==> src/rtl/cpu_pkg.sv <==
// Shared CPU-side definitions: memory arbiter state encodings, port ids, default bus widths.
package cpu_pkg;

   typedef enum logic [1:0] {
      ARB_IDLE  = 2'd0,
      ARB_OWN_C = 2'd1,
      ARB_OWN_L = 2'd2
   } arb_state_t;

   localparam logic PORT_C = 1'b0;
   localparam logic PORT_L = 1'b1;

   localparam int CPU_AW = 8;
   localparam int CPU_DW = 8;

endpackage

==> src/rtl/arb_rdata_return.sv <==
// Read-return path: registers which port issued a read and steers mem_rdata back to it one
// cycle later; each port's rdata holds its last returned value between reads.
module arb_rdata_return
   import cpu_pkg::*;
#(
   parameter int DW = CPU_DW
) (
   input  logic                 clk,
   input  logic                 i_rst_n,
   input  logic [1:0]           i_rd_issue,
   input  logic [DW-1:0]        i_mem_rdata,
   output logic [1:0]           o_rvalid,
   output logic [1:0][DW-1:0]   o_rdata
);

   logic [1:0]          r_tag;
   logic [1:0][DW-1:0]  r_hold;

   always_ff @(posedge clk or negedge i_rst_n) begin
      if (!i_rst_n) begin
         r_tag  <= '0;
         r_hold <= '0;
      end else begin
         r_tag <= i_rd_issue;
         for (int p = 0; p < 2; p++)
            if (r_tag[p]) r_hold[p] <= i_mem_rdata;
      end
   end

   assign o_rvalid = r_tag;

   for (genvar p = 0; p < 2; p++) begin : g_port
      assign o_rdata[p] = r_tag[p] ? i_mem_rdata : r_hold[p];
   end

endmodule

==> src/rtl/mem_bus_arbiter.sv <==
// Two-port (CPU / loader) arbiter for a single-port 1-cycle-latency memory, with burst-limited
// hand-over. Define MEM_BUS_ARB_RR_EN for round-robin tie-break from IDLE; default is CPU priority.
module mem_bus_arbiter
   import cpu_pkg::*;
#(
   parameter int AW        = CPU_AW,
   parameter int DW        = CPU_DW,
   parameter int MAX_BURST = 4
) (
   input  logic          clk,
   input  logic          reset,
   input  logic          c_req,
   input  logic          c_we,
   input  logic [AW-1:0] c_addr,
   input  logic [DW-1:0] c_wdata,
   output logic          c_gnt,
   output logic          c_rvalid,
   output logic [DW-1:0] c_rdata,
   input  logic          l_req,
   input  logic          l_we,
   input  logic [AW-1:0] l_addr,
   input  logic [DW-1:0] l_wdata,
   output logic          l_gnt,
   output logic          l_rvalid,
   output logic [DW-1:0] l_rdata,
   output logic [AW-1:0] mem_addr,
   output logic [DW-1:0] mem_wdata,
   output logic          mem_we,
   input  logic [DW-1:0] mem_rdata,
   output logic          busy
);

   localparam int BCW = $clog2(MAX_BURST + 1);

   arb_state_t           r_state;
   logic [BCW-1:0]       r_burst;
   logic [AW-1:0]        r_addr_hold;
   logic [DW-1:0]        r_wdata_hold;

   logic w_idle, w_own_c, w_own_l, w_own_port;
   logic w_own_req, w_oth_req, w_at_limit;
   logic w_release, w_enter, w_enter_port, w_idle_pick, w_tie_pick;
   logic w_gnt;
   logic [AW-1:0] w_addr;
   logic [DW-1:0] w_wdata;
   logic [1:0]           w_rvalid;
   logic [1:0][DW-1:0]   w_rdata;

   assign w_idle     = (r_state == ARB_IDLE);
   assign w_own_c    = (r_state == ARB_OWN_C);
   assign w_own_l    = (r_state == ARB_OWN_L);
   assign w_own_port = w_own_l ? PORT_L : PORT_C;
   assign w_own_req  = w_own_c ? c_req : l_req;
   assign w_oth_req  = w_own_c ? l_req : c_req;
   assign w_at_limit = (r_burst >= BCW'(MAX_BURST - 1));

   assign c_gnt   = w_own_c & c_req;
   assign l_gnt   = w_own_l & l_req;
   assign w_gnt   = c_gnt | l_gnt;
   assign w_addr  = l_gnt ? l_addr  : c_addr;
   assign w_wdata = l_gnt ? l_wdata : c_wdata;

   assign mem_addr  = w_gnt ? w_addr  : r_addr_hold;
   assign mem_wdata = w_gnt ? w_wdata : r_wdata_hold;
   assign mem_we    = (c_gnt & c_we) | (l_gnt & l_we);
   assign busy      = ~w_idle;

`ifdef MEM_BUS_ARB_RR_EN
   logic r_last_owner;
   assign w_tie_pick = ~r_last_owner;

   always_ff @(posedge clk or negedge reset) begin
      if (!reset)       r_last_owner <= PORT_L;
      else if (w_enter) r_last_owner <= w_enter_port;
   end
`else
   assign w_tie_pick = PORT_C;
`endif

   assign w_idle_pick  = (c_req & l_req) ? w_tie_pick : (l_req ? PORT_L : PORT_C);
   // Owner lets go when it stops requesting, or after its last allowed grant if the other waits.
   assign w_release    = (w_own_c | w_own_l) & (~w_own_req | (w_oth_req & w_at_limit));
   assign w_enter      = (w_idle & (c_req | l_req)) | (w_release & w_oth_req);
   assign w_enter_port = w_idle ? w_idle_pick : ~w_own_port;

   always_ff @(posedge clk or negedge reset) begin
      if (!reset) begin
         r_state      <= ARB_IDLE;
         r_burst      <= '0;
         r_addr_hold  <= '0;
         r_wdata_hold <= '0;
      end else begin
         if (w_gnt) begin
            r_addr_hold  <= w_addr;
            r_wdata_hold <= w_wdata;
         end
         if (w_enter) begin
            r_state <= (w_enter_port == PORT_C) ? ARB_OWN_C : ARB_OWN_L;
            r_burst <= '0;
         end else if (w_release || !(w_own_c || w_own_l)) begin
            r_state <= ARB_IDLE;
            r_burst <= '0;
         end else if (r_burst != BCW'(MAX_BURST)) begin
            r_burst <= r_burst + 1'b1;
         end
      end
   end

   arb_rdata_return #(.DW(DW)) u_rdata_return (
      .clk         (clk),
      .i_rst_n     (reset),
      .i_rd_issue  ({l_gnt & ~l_we, c_gnt & ~c_we}),
      .i_mem_rdata (mem_rdata),
      .o_rvalid    (w_rvalid),
      .o_rdata     (w_rdata)
   );

   assign c_rvalid = w_rvalid[PORT_C];
   assign l_rvalid = w_rvalid[PORT_L];
   assign c_rdata  = w_rdata[PORT_C];
   assign l_rdata  = w_rdata[PORT_L];

endmodule

==> config.mk <==
export PLATFORM = sky130hd
export DESIGN_NAME = mem_bus_arbiter
export DESIGN_NICKNAME = d
export VERILOG_FILES = /design/src/rtl/cpu_pkg.sv /design/src/rtl/arb_rdata_return.sv /design/src/rtl/mem_bus_arbiter.sv
export SDC_FILE = /design/constraint.sdc
export NUM_CORES = 1
export LEC_CHECK = 0
export ABC_AREA = 1
export CAP_MARGIN = 5
export CELL_PAD_IN_SITES_DETAIL_PLACEMENT = 0
export CELL_PAD_IN_SITES_GLOBAL_PLACEMENT = 2
export CORE_AREA = 8 8 97 99
export CTS_CLUSTER_SIZE = 10
export DETAILED_ROUTE_END_ITERATION = 6
export DIE_AREA = 0 0 105 107
export GPL_ROUTABILITY_DRIVEN = 1
export PLACE_DENSITY_LB_ADDON = 0.1
export SLEW_MARGIN = 20
export SYNTH_ARGS = -nofsm -noshare
export SYNTH_HDL_FRONTEND = slang
export SYNTH_HIERARCHICAL = 1
export SYNTH_SLANG_ARGS = --single-unit
==> constraint.sdc <==
create_clock -name clk -period 3.35 [get_ports clk]
set_input_delay 1.005 -clock clk [delete_from_list [all_inputs] [get_ports clk]]
set_output_delay 1.005 -clock clk [all_outputs]
set_load 0.01 [all_outputs]
Word-level counts from Yosys, hierarchy flattened
Index checks and enable logic that the tools add are counted.
{"block": "totals", "register_bits": 39, "input_bits": 46, "output_inout_bits": 38, "wordCells": 58}
{"block": "op_classes", "addsub": 1, "n_bitwise": 22, "order_cmp": 1, "muxes": 18, "n_reduce_logical": 6, "eq_ne": 3}
{"op": "8-bit 2-to-1 mux", "n": 6}
{"op": "1-bit AND", "n": 11}
{"op": "3-bit 2-to-1 mux", "n": 3}
{"op": "1-bit 2-to-1 mux", "n": 6}
{"op": "2-bit 2-to-1 mux", "n": 3}
{"op": "1-bit OR", "n": 6}
{"op": "1-bit inverter", "n": 5}
{"op": "3-bit by 1-bit adder with 3-bit output (second input constant)", "n": 1}
{"op": "3-bit by 2-bit greater-or-equal comparator with 1-bit output (second input constant)", "n": 1}
{"op": "3-bit inequality test (second input constant)", "n": 1}
{"op": "3-bit nonzero test", "n": 1}
{"op": "2-bit by 1-bit equality test with 1-bit output (second input constant)", "n": 1}
{"op": "2-bit equality test (second input constant)", "n": 1}
{"op": "2-bit logical NOT", "n": 1}
{"op": "1-bit logical OR", "n": 2}
{"op": "2-bit nonzero test", "n": 1}
{"op": "1-bit logical NOT", "n": 1}

Logic depth before layout (Yosys ltp)
Gate-level depths: netlist of the first run.
{"block": "logic_depth", "word_depth": 8, "mapped_depth": 11, "ltp_nobuf": 11}

Cells and area by module
Netlist of the first run, hierarchy kept.
{"mod": "mem_bus_arbiter", "n_inst": 1, "area_per_inst_um2": 1192.4, "seq_area_each_um2": 525.5, "cells_each": 147}
{"mod": "arb_rdata_return", "n_inst": 1, "area_per_inst_um2": 660.6, "seq_area_each_um2": 450.4, "cells_each": 70}

Worst setup path after synthesis of the first run
OpenSTA, ideal clock, no wires.
{"block": "synth_path", "path_kind": "input port to output port", "startpoint": "input l_req", "endpoint": "output mem_wdata[1]", "slack_ps": 625, "arrival_ps": 1720, "t_required_ps": 2345, "n_path_buf": 1, "cell_stages": 4, "path_cell_list": "nand2_2 clkbuf_2 o21ai_0 o21ai_0"}
{"block": "synth_between", "elab_chain_len": 3, "elab_cells_between_ends": 4, "classes_between": "2 x mux; 2 x bitwise"}
{"item": "start, declared", "line_no": "mem_bus_arbiter.sv:19", "rtl": "input logic l_req,"}
{"item": "1-bit AND *", "line_no": "mem_bus_arbiter.sv:58", "rtl": "assign l_gnt = w_own_l & l_req;"}
{"item": "8-bit 2-to-1 mux or 1-bit OR (tied branches)", "line_no": "mem_bus_arbiter.sv:61, mem_bus_arbiter.sv:59"}
{"item": "8-bit 2-to-1 mux *"}
{"item": "end, declared", "line_no": "mem_bus_arbiter.sv:27", "rtl": "output logic [DW-1:0] mem_wdata,"}
Every way passes the cells marked *; elsewhere a longest branch is shown, timed or not.

Worst setup path in the final report of the first run
{"block": "layout_path", "startpoint": "input l_req", "endpoint": "output mem_addr[0]"}
{"block": "layout_between", "elab_chain_len": 3, "elab_cells_between_ends": 4, "classes_between": "2 x mux; 2 x bitwise"}
{"item": "1-bit AND *", "line_no": "mem_bus_arbiter.sv:58"}
{"item": "8-bit 2-to-1 mux or 1-bit OR (tied branches)", "line_no": "mem_bus_arbiter.sv:60, mem_bus_arbiter.sv:59"}
{"item": "8-bit 2-to-1 mux *"}
{"item": "end, declared", "line_no": "mem_bus_arbiter.sv:26", "rtl": "output logic [AW-1:0] mem_addr,"}
Marks and branches as above.

==> results.json, run 1 <==
{
  "status": "finished clean",
  "design_area_sq_um": 3020,
  "seq_power_share_pct": 30.1,
  "cp.arrival_ps": 2260,
  "crit_path_max_fanout": 8,
  "io_buffers": 83,
  "synth.net_count": 269,
  "cp-start-kind": "primary input",
  "comb_power_share_pct": 53.2,
  "ys_ff_latch": 39,
  "r2r-start": "r_state[0]",
  "drt_iter0_drc": 56,
  "std_cell_rows": 33,
  "layout.cells.non_filler": 422,
  "synth_area_sq_um": 1850,
  "start_util_pct": 23.4,
  "grt_pass1_wl_um": 9670,
  "yosysWarnings": 6,
  "clk_path_buf_depth": 2,
  "intPower_w": 0.00158,
  "cts.sinks": 39,
  "totalWireLength_um": 5910,
  "fill_cells": 831,
  "seq_area_frac_synth_pct": 52.7,
  "core_sq_um": 7930,
  "multi_input_area_sq_um": 779,
  "hold_depth": 2,
  "synth_edf_count": 0,
  "die_w_um": 105,
  "area_growth_pct": 63.1,
  "yosysMostFrequentCell": "nand2_1",
  "wl_per_cell_um": 14.0,
  "drc": 0,
  "vias": 1771,
  "synthFlopType": "dfrtp_1",
  "drv_cap": 0,
  "fp.dieH_um": 107,
  "worstHoldPathType": "flop to flop",
  "yosys-top-cells-count": "64 x nand2_1, 39 x dfrtp_1, 26 x o21ai_0",
  "grt_pass1_vias": 1896,
  "dp_hpwl_um": 4300,
  "clock.fmax_mhz": 306,
  "relSlewSlack_pct": 39.0,
  "antenna_left": 0,
  "die_area_sq_um": 11200,
  "crit_type": "primary input to primary output",
  "place_area_sq_um": 2850,
  "synth_cell_type_count": 21,
  "yosysTopAreaCell": "dfrtp_1",
  "rsz0062_at_grt": "false",
  "tightest_slew_ps": 915,
  "async_flop_share_pct": 100,
  "register_area_sq_um": 976,
  "synth_compound_area_share_pct": 11.3,
  "cts-htree-levels": 2,
  "cts-root-buf": "clkbuf_8",
  "worst_setup_path_end_kind": "primary output",
  "antenna_cells": 0,
  "final_hold_viol_count": 0,
  "final_util_pct": 38.1,
  "post-route-min-period_ps": 3270,
  "drv_slew": 0,
  "place_ws_ps": -503,
  "r2r_cells": 8,
  "synthXorXnorAreaFrac_pct": 0.473,
  "r2r_end": "r_wdata_hold[7]",
  "ir_worst_vdd_v": 0.000253,
  "pwr-share-clk_pct": 16.7,
  "fin_skew_ps": 7.48,
  "place_congestion": 0.652,
  "antenna_found_initial": 0,
  "hold_start": "u_rdata_return/r_hold[7]",
  "clkLatencyLatePin_ps": 290,
  "yosys.area.top_type_share_pct": 52.7,
  "io_pins": 84,
  "path_clk_slew_ps": 70,
  "synth_area_leaders": "dfrtp_1 53%, nand2_1 13%, o21ai_0 7.0%, nand3_1 5.1%, nor2_1 4.3%",
  "avgSynthCellArea_sq_um": 8.54,
  "drive_above_1_share_pct": 14.2,
  "swShare_pct": 35.9,
  "holdPathEnd": "u_rdata_return/r_hold[7]",
  "syn_inst": 217,
  "power.switching_w": 0.000881,
  "grt_max_degree": 40,
  "place_inst": 409,
  "synthAdderAreaFrac_pct": 4.05,
  "cts-buffers-inserted": 5,
  "synth_mux_area_share_pct": 0,
  "setup_viol": 0,
  "period_share_pct": 97.6,
  "nets": 368,
  "tritoncts": "built",
  "critPathRequiredTime_ps": 2340,
  "first_pass_iters": 4,
  "gr-total-overflow": 0,
  "grtUsageTotal_pct": 10.6,
  "viasPerCell": 4.20,
  "synth_top_family_by_area": "simple AND/OR/NAND/NOR gates",
  "power.density_nw_per_um2": 813,
  "final.setup.worst_slack_ps": 80.0,
  "synthSimpleGateAreaFrac_pct": 24.6,
  "leakagePower_nw": 1.43,
  "reg2reg_slack_ps": 1770
}
stage by stage:
| step | power, W | setup TNS [ps] | hold slack [ps] |
|---|---|---|---|
| after floorplan | 0.00135 | 0 | 500 |
| after global placement | 0.00211 | -7620 | 453 |
| after detailed placement | 0.00210 | -8190 | 459 |
| after CTS | 0.00249 | 0 | 477 |
| after global routing | 0.00268 | 0 | 500 |
| final | 0.00246 | 0 | 469 |
power by group through the flow:
stage                     logic [W]  clock network, W  registers, W
after floorplan            0.000615                 0      0.000733
after global placement      0.00136                 0      0.000748
after detailed placement    0.00135                 0      0.000749
after CTS                   0.00132          0.000428      0.000741
after global routing        0.00147          0.000446      0.000764
final                       0.00131          0.000410      0.000739
layout make-up:
cell class	instances	area share (%)
sequential	39	32.3
timing repair buffer	100	31.7
multi-input combinational	156	25.8
tap	105	4.35
clock buffer	6	2.73
inverter	14	1.99
clock inverter	2	1.16
worst max-delay path, cell delays in order:
cell and delay (ps):
dlygate4sd2_1 300, nand2_4 130, buf_4 180, nand2_8 80, o21ai_0 100, o21ai_1 210
clkdlybuf4s15_2 260
registers in the layout, summed over array words and instances (netlist names):
register                 count
r_addr_hold                  8
r_wdata_hold                 8
r_state                      2
r_burst                      3
u_rdata_return/r_hold       16
u_rdata_return/o_rvalid      2
repair_timing:
action / 4_1_cts / 5_1_grt
setup buffers: 1 / 3
endpoints found under the setup margin: 19 / 17
gates resized for setup: 46 / 15
hold buffers: 0 / 0
pin swaps: 1 / 6
gates cloned: 0 / 1
logic make-up (layout without fill, tap and decap cells):
family | count (synthesis) | count (layout)
buffers and inverters | 23 | 122
XOR/XNOR | 1 | 1
AND/OR/NAND/NOR | 109 | 110
flip-flops | 39 | 39
AO/OA/AOI/OAI | 39 | 39
adder cells (fa/ha/maj) | 6 | 6
routing by layer:
metal | vias to the layer above | wire, um | GRT usage (%)
li1 | 899 | - | -
met1 | 802 | 2610 | 12.6
met2 | 65 | 2720 | 16.9
met3 | 5 | 522 | 5.16
met4 | 0 | 52 | 2.45
met5 | - | 0 | 0
placed cells by master, fill, tap and decap left out, types with 6 or more instances in the layout:
master / instances
clkdlybuf4s50_1: 62
nand2_1: 64
clkbuf_8: 6
buf_4: 15
nand3_1: 19
dfrtp_1: 39
ha_1: 6
nor2_1: 21
o21ai_1: 15
clkdlybuf4s15_1: 6
dlygate4sd2_1: 6
o21ai_0: 20
inv_1: 10
how the worst max path moves through the flow:
stage               startpoint      endpoint  cells past startpoint
floorplan                l_req  mem_wdata[1]                      4
global placement         l_req  mem_wdata[3]                      6
detailed placement       l_req  mem_wdata[7]                      6
CTS                      c_req  mem_wdata[0]                      6
global route             l_req   mem_addr[7]                      7
finish                   l_req   mem_addr[0]                      7
No activity file was read; power rests on OpenSTA's default activity.
==> run 2, diff against run 1 <==
Settings changed: CORE_AREA 8 8 97 99 to 8 8 99 101, DIE_AREA 0 0 105 107 to 0 0 107 109, MAX_ROUTING_LAYER set to met4, SKIP_LAST_GASP set to 1.
Clock period 3.35 ns to 3.2 ns, I/O delays scaled along.
==> run 2 against run 1 <==
Sequential power is 5.1% higher. Die area increased by 3.8%. Utilization decreased by 2.2 points. Design area shrank 0.33%. Total power up 3.5%. Final cell count increased by 0.71%. Largest cell class unchanged. Count of clock-buffer cells in the layout is 1 lower. Highest routed layer unchanged.
==> results.json, run 2 (synthesis results as in run 1) <==
{
  "wl_met2_um": 2730,
  "fin_skew_ps": 4.64,
  "cp.arrival_ps": 2160,
  "first_pass_iters": 4,
  "grtUsageTotal_pct": 10.8,
  "status": "finished clean",
  "crit_path_max_fanout": 2,
  "worstHoldPathType": "flop to flop",
  "path_clk_slew_ps": 80,
  "crit_path_start": "mem_rdata[2]",
  "leakagePower_nw": 1.44,
  "tns_ps": 0,
  "drv_cap": 0,
  "dp_hpwl_um": 4430,
  "core_sq_um": 8380,
  "clk_path_buf_depth": 2,
  "totalWireLength_um": 5910,
  "worst_setup_path_end_kind": "primary output",
  "clock.fmax_mhz": 320,
  "wl_per_cell_um": 13.9,
  "cts-root-buf": "clkbuf_8",
  "drt-met1-wl_um": 2760,
  "fill_cells": 890,
  "place_inst": 412,
  "grt_max_degree": 40,
  "place_congestion": 0.712,
  "grt_pass1_vias": 1910,
  "die_w_um": 107,
  "top_layer_used": "met4",
  "final_hold_viol_count": 0,
  "antenna_left": 0,
  "nets": 368,
  "relSlewSlack_pct": 39.0,
  "io_buffers": 83,
  "layout_commonest_cell": "nand2_1",
  "vias": 1742,
  "cts-htree-levels": 2,
  "hold_ws_ps": 470,
  "tritoncts": "built",
  "antenna_cells": 0,
  "cts.sinks": 39,
  "drc": 0,
  "start_util_pct": 22.1,
  "wl_met3_um": 313,
  "drive_above_1_share_pct": 16.7,
  "r2r-start": "r_state[1]",
  "clkLatencyLatePin_ps": 290,
  "place_area_sq_um": 2860,
  "grt_pass1_wl_um": 9650,
  "period_share_pct": 97.5,
  "std_cell_rows": 34,
  "cts-buffers-inserted": 5,
  "gr-total-overflow": 0,
  "layout.cells.non_filler": 425,
  "ir_worst_vdd_v": 0.000262,
  "mostFrequentLayoutCells": "64 x nand2_1, 61 x clkdlybuf4s50_1, 39 x dfrtp_1",
  "tightest_slew_ps": 915,
  "cp-start-kind": "primary input",
  "crit_type": "primary input to primary output",
  "largestRegisters": "u_rdata_return/r_hold (16), r_addr_hold (8), r_wdata_hold (8)",
  "viasPerCell": 4.10,
  "critPathRequiredTime_ps": 2240,
  "power.density_nw_per_um2": 845,
  "design_area_sq_um": 3010,
  "io_pins": 84,
  "rsz0062_at_grt": "false",
  "area_growth_pct": 62.5,
  "setup_viol": 0,
  "drt_iter0_drc": 82,
  "die_area_sq_um": 11700,
  "post-route-min-period_ps": 3120,
  "fp.dieH_um": 109,
  "drv_slew": 0,
  "antenna_found_initial": 0,
  "hold_start": "u_rdata_return/r_hold[12]",
  "largest_register_ff_count": 16,
  "top_register": "u_rdata_return/r_hold"
}
run 2: repair_timing:
action,CTS,global route
hold buffers,0,0
setup endpoints to repair,19,17
endpoints found under the hold margin,0,0
pin swaps,6,3
buffers inserted,4,1
resized for setup,70,9
gates cloned,0,0
run 2: through the flow:
step                power, W  util, %  worst slack (ps)
floorplan            0.00141        -               565
global placement     0.00220     34.2              -506
detailed placement   0.00219     34.2              -539
CTS                  0.00260     35.9             -35.9
global route         0.00279     35.9             0.999
finish               0.00254     35.9              78.4
run 2: layout make-up:
type                            instances  area [sq um]  area share [%]
Clock buffer                            5          68.8            2.29
Clock inverter                          3          43.8            1.45
Inverter                               14          60.1            1.99
Multi-Input combinational cell        155           768            25.5
Sequential cell                        39           976            32.4
Tap cell                              108           135            4.49
Timing Repair Buffer                  101           960            31.9
run 2: layer usage:
metal / up-vias / global-route usage (%)
li1: 897 / -
met1: 777 / 13.2
met2: 62 / 16.7
met3: 6 / 3.01
met4: 0 / 4.22
met5: - / -
run 2: path summary, 6_finish.rpt:
kind	to	slack [ps]	cells after the start
min in group asynchronous	u_rdata_return/r_hold[2]	800	1
hold / removal	u_rdata_return/r_hold[12]	470	2
setup / recovery	l_rdata[2]	80	4
hold reg to reg	u_rdata_return/r_hold[12]	470	2
max in group asynchronous	r_addr_hold[1]	1820	1
setup reg to reg	r_wdata_hold[6]	1500	9
run 2: worst max-delay path: stages:
cell and delay, ps:
clkdlybuf4s50_1 490, nand2_1 60, nand2_1 120, clkdlybuf4s50_1 540
run 2: where the power goes:
part           switching (W)  leakage, nW  internal [W]
logic               0.000676        0.891      0.000677
clock network       0.000181       0.0581      0.000232
registers          0.0000704        0.487      0.000707
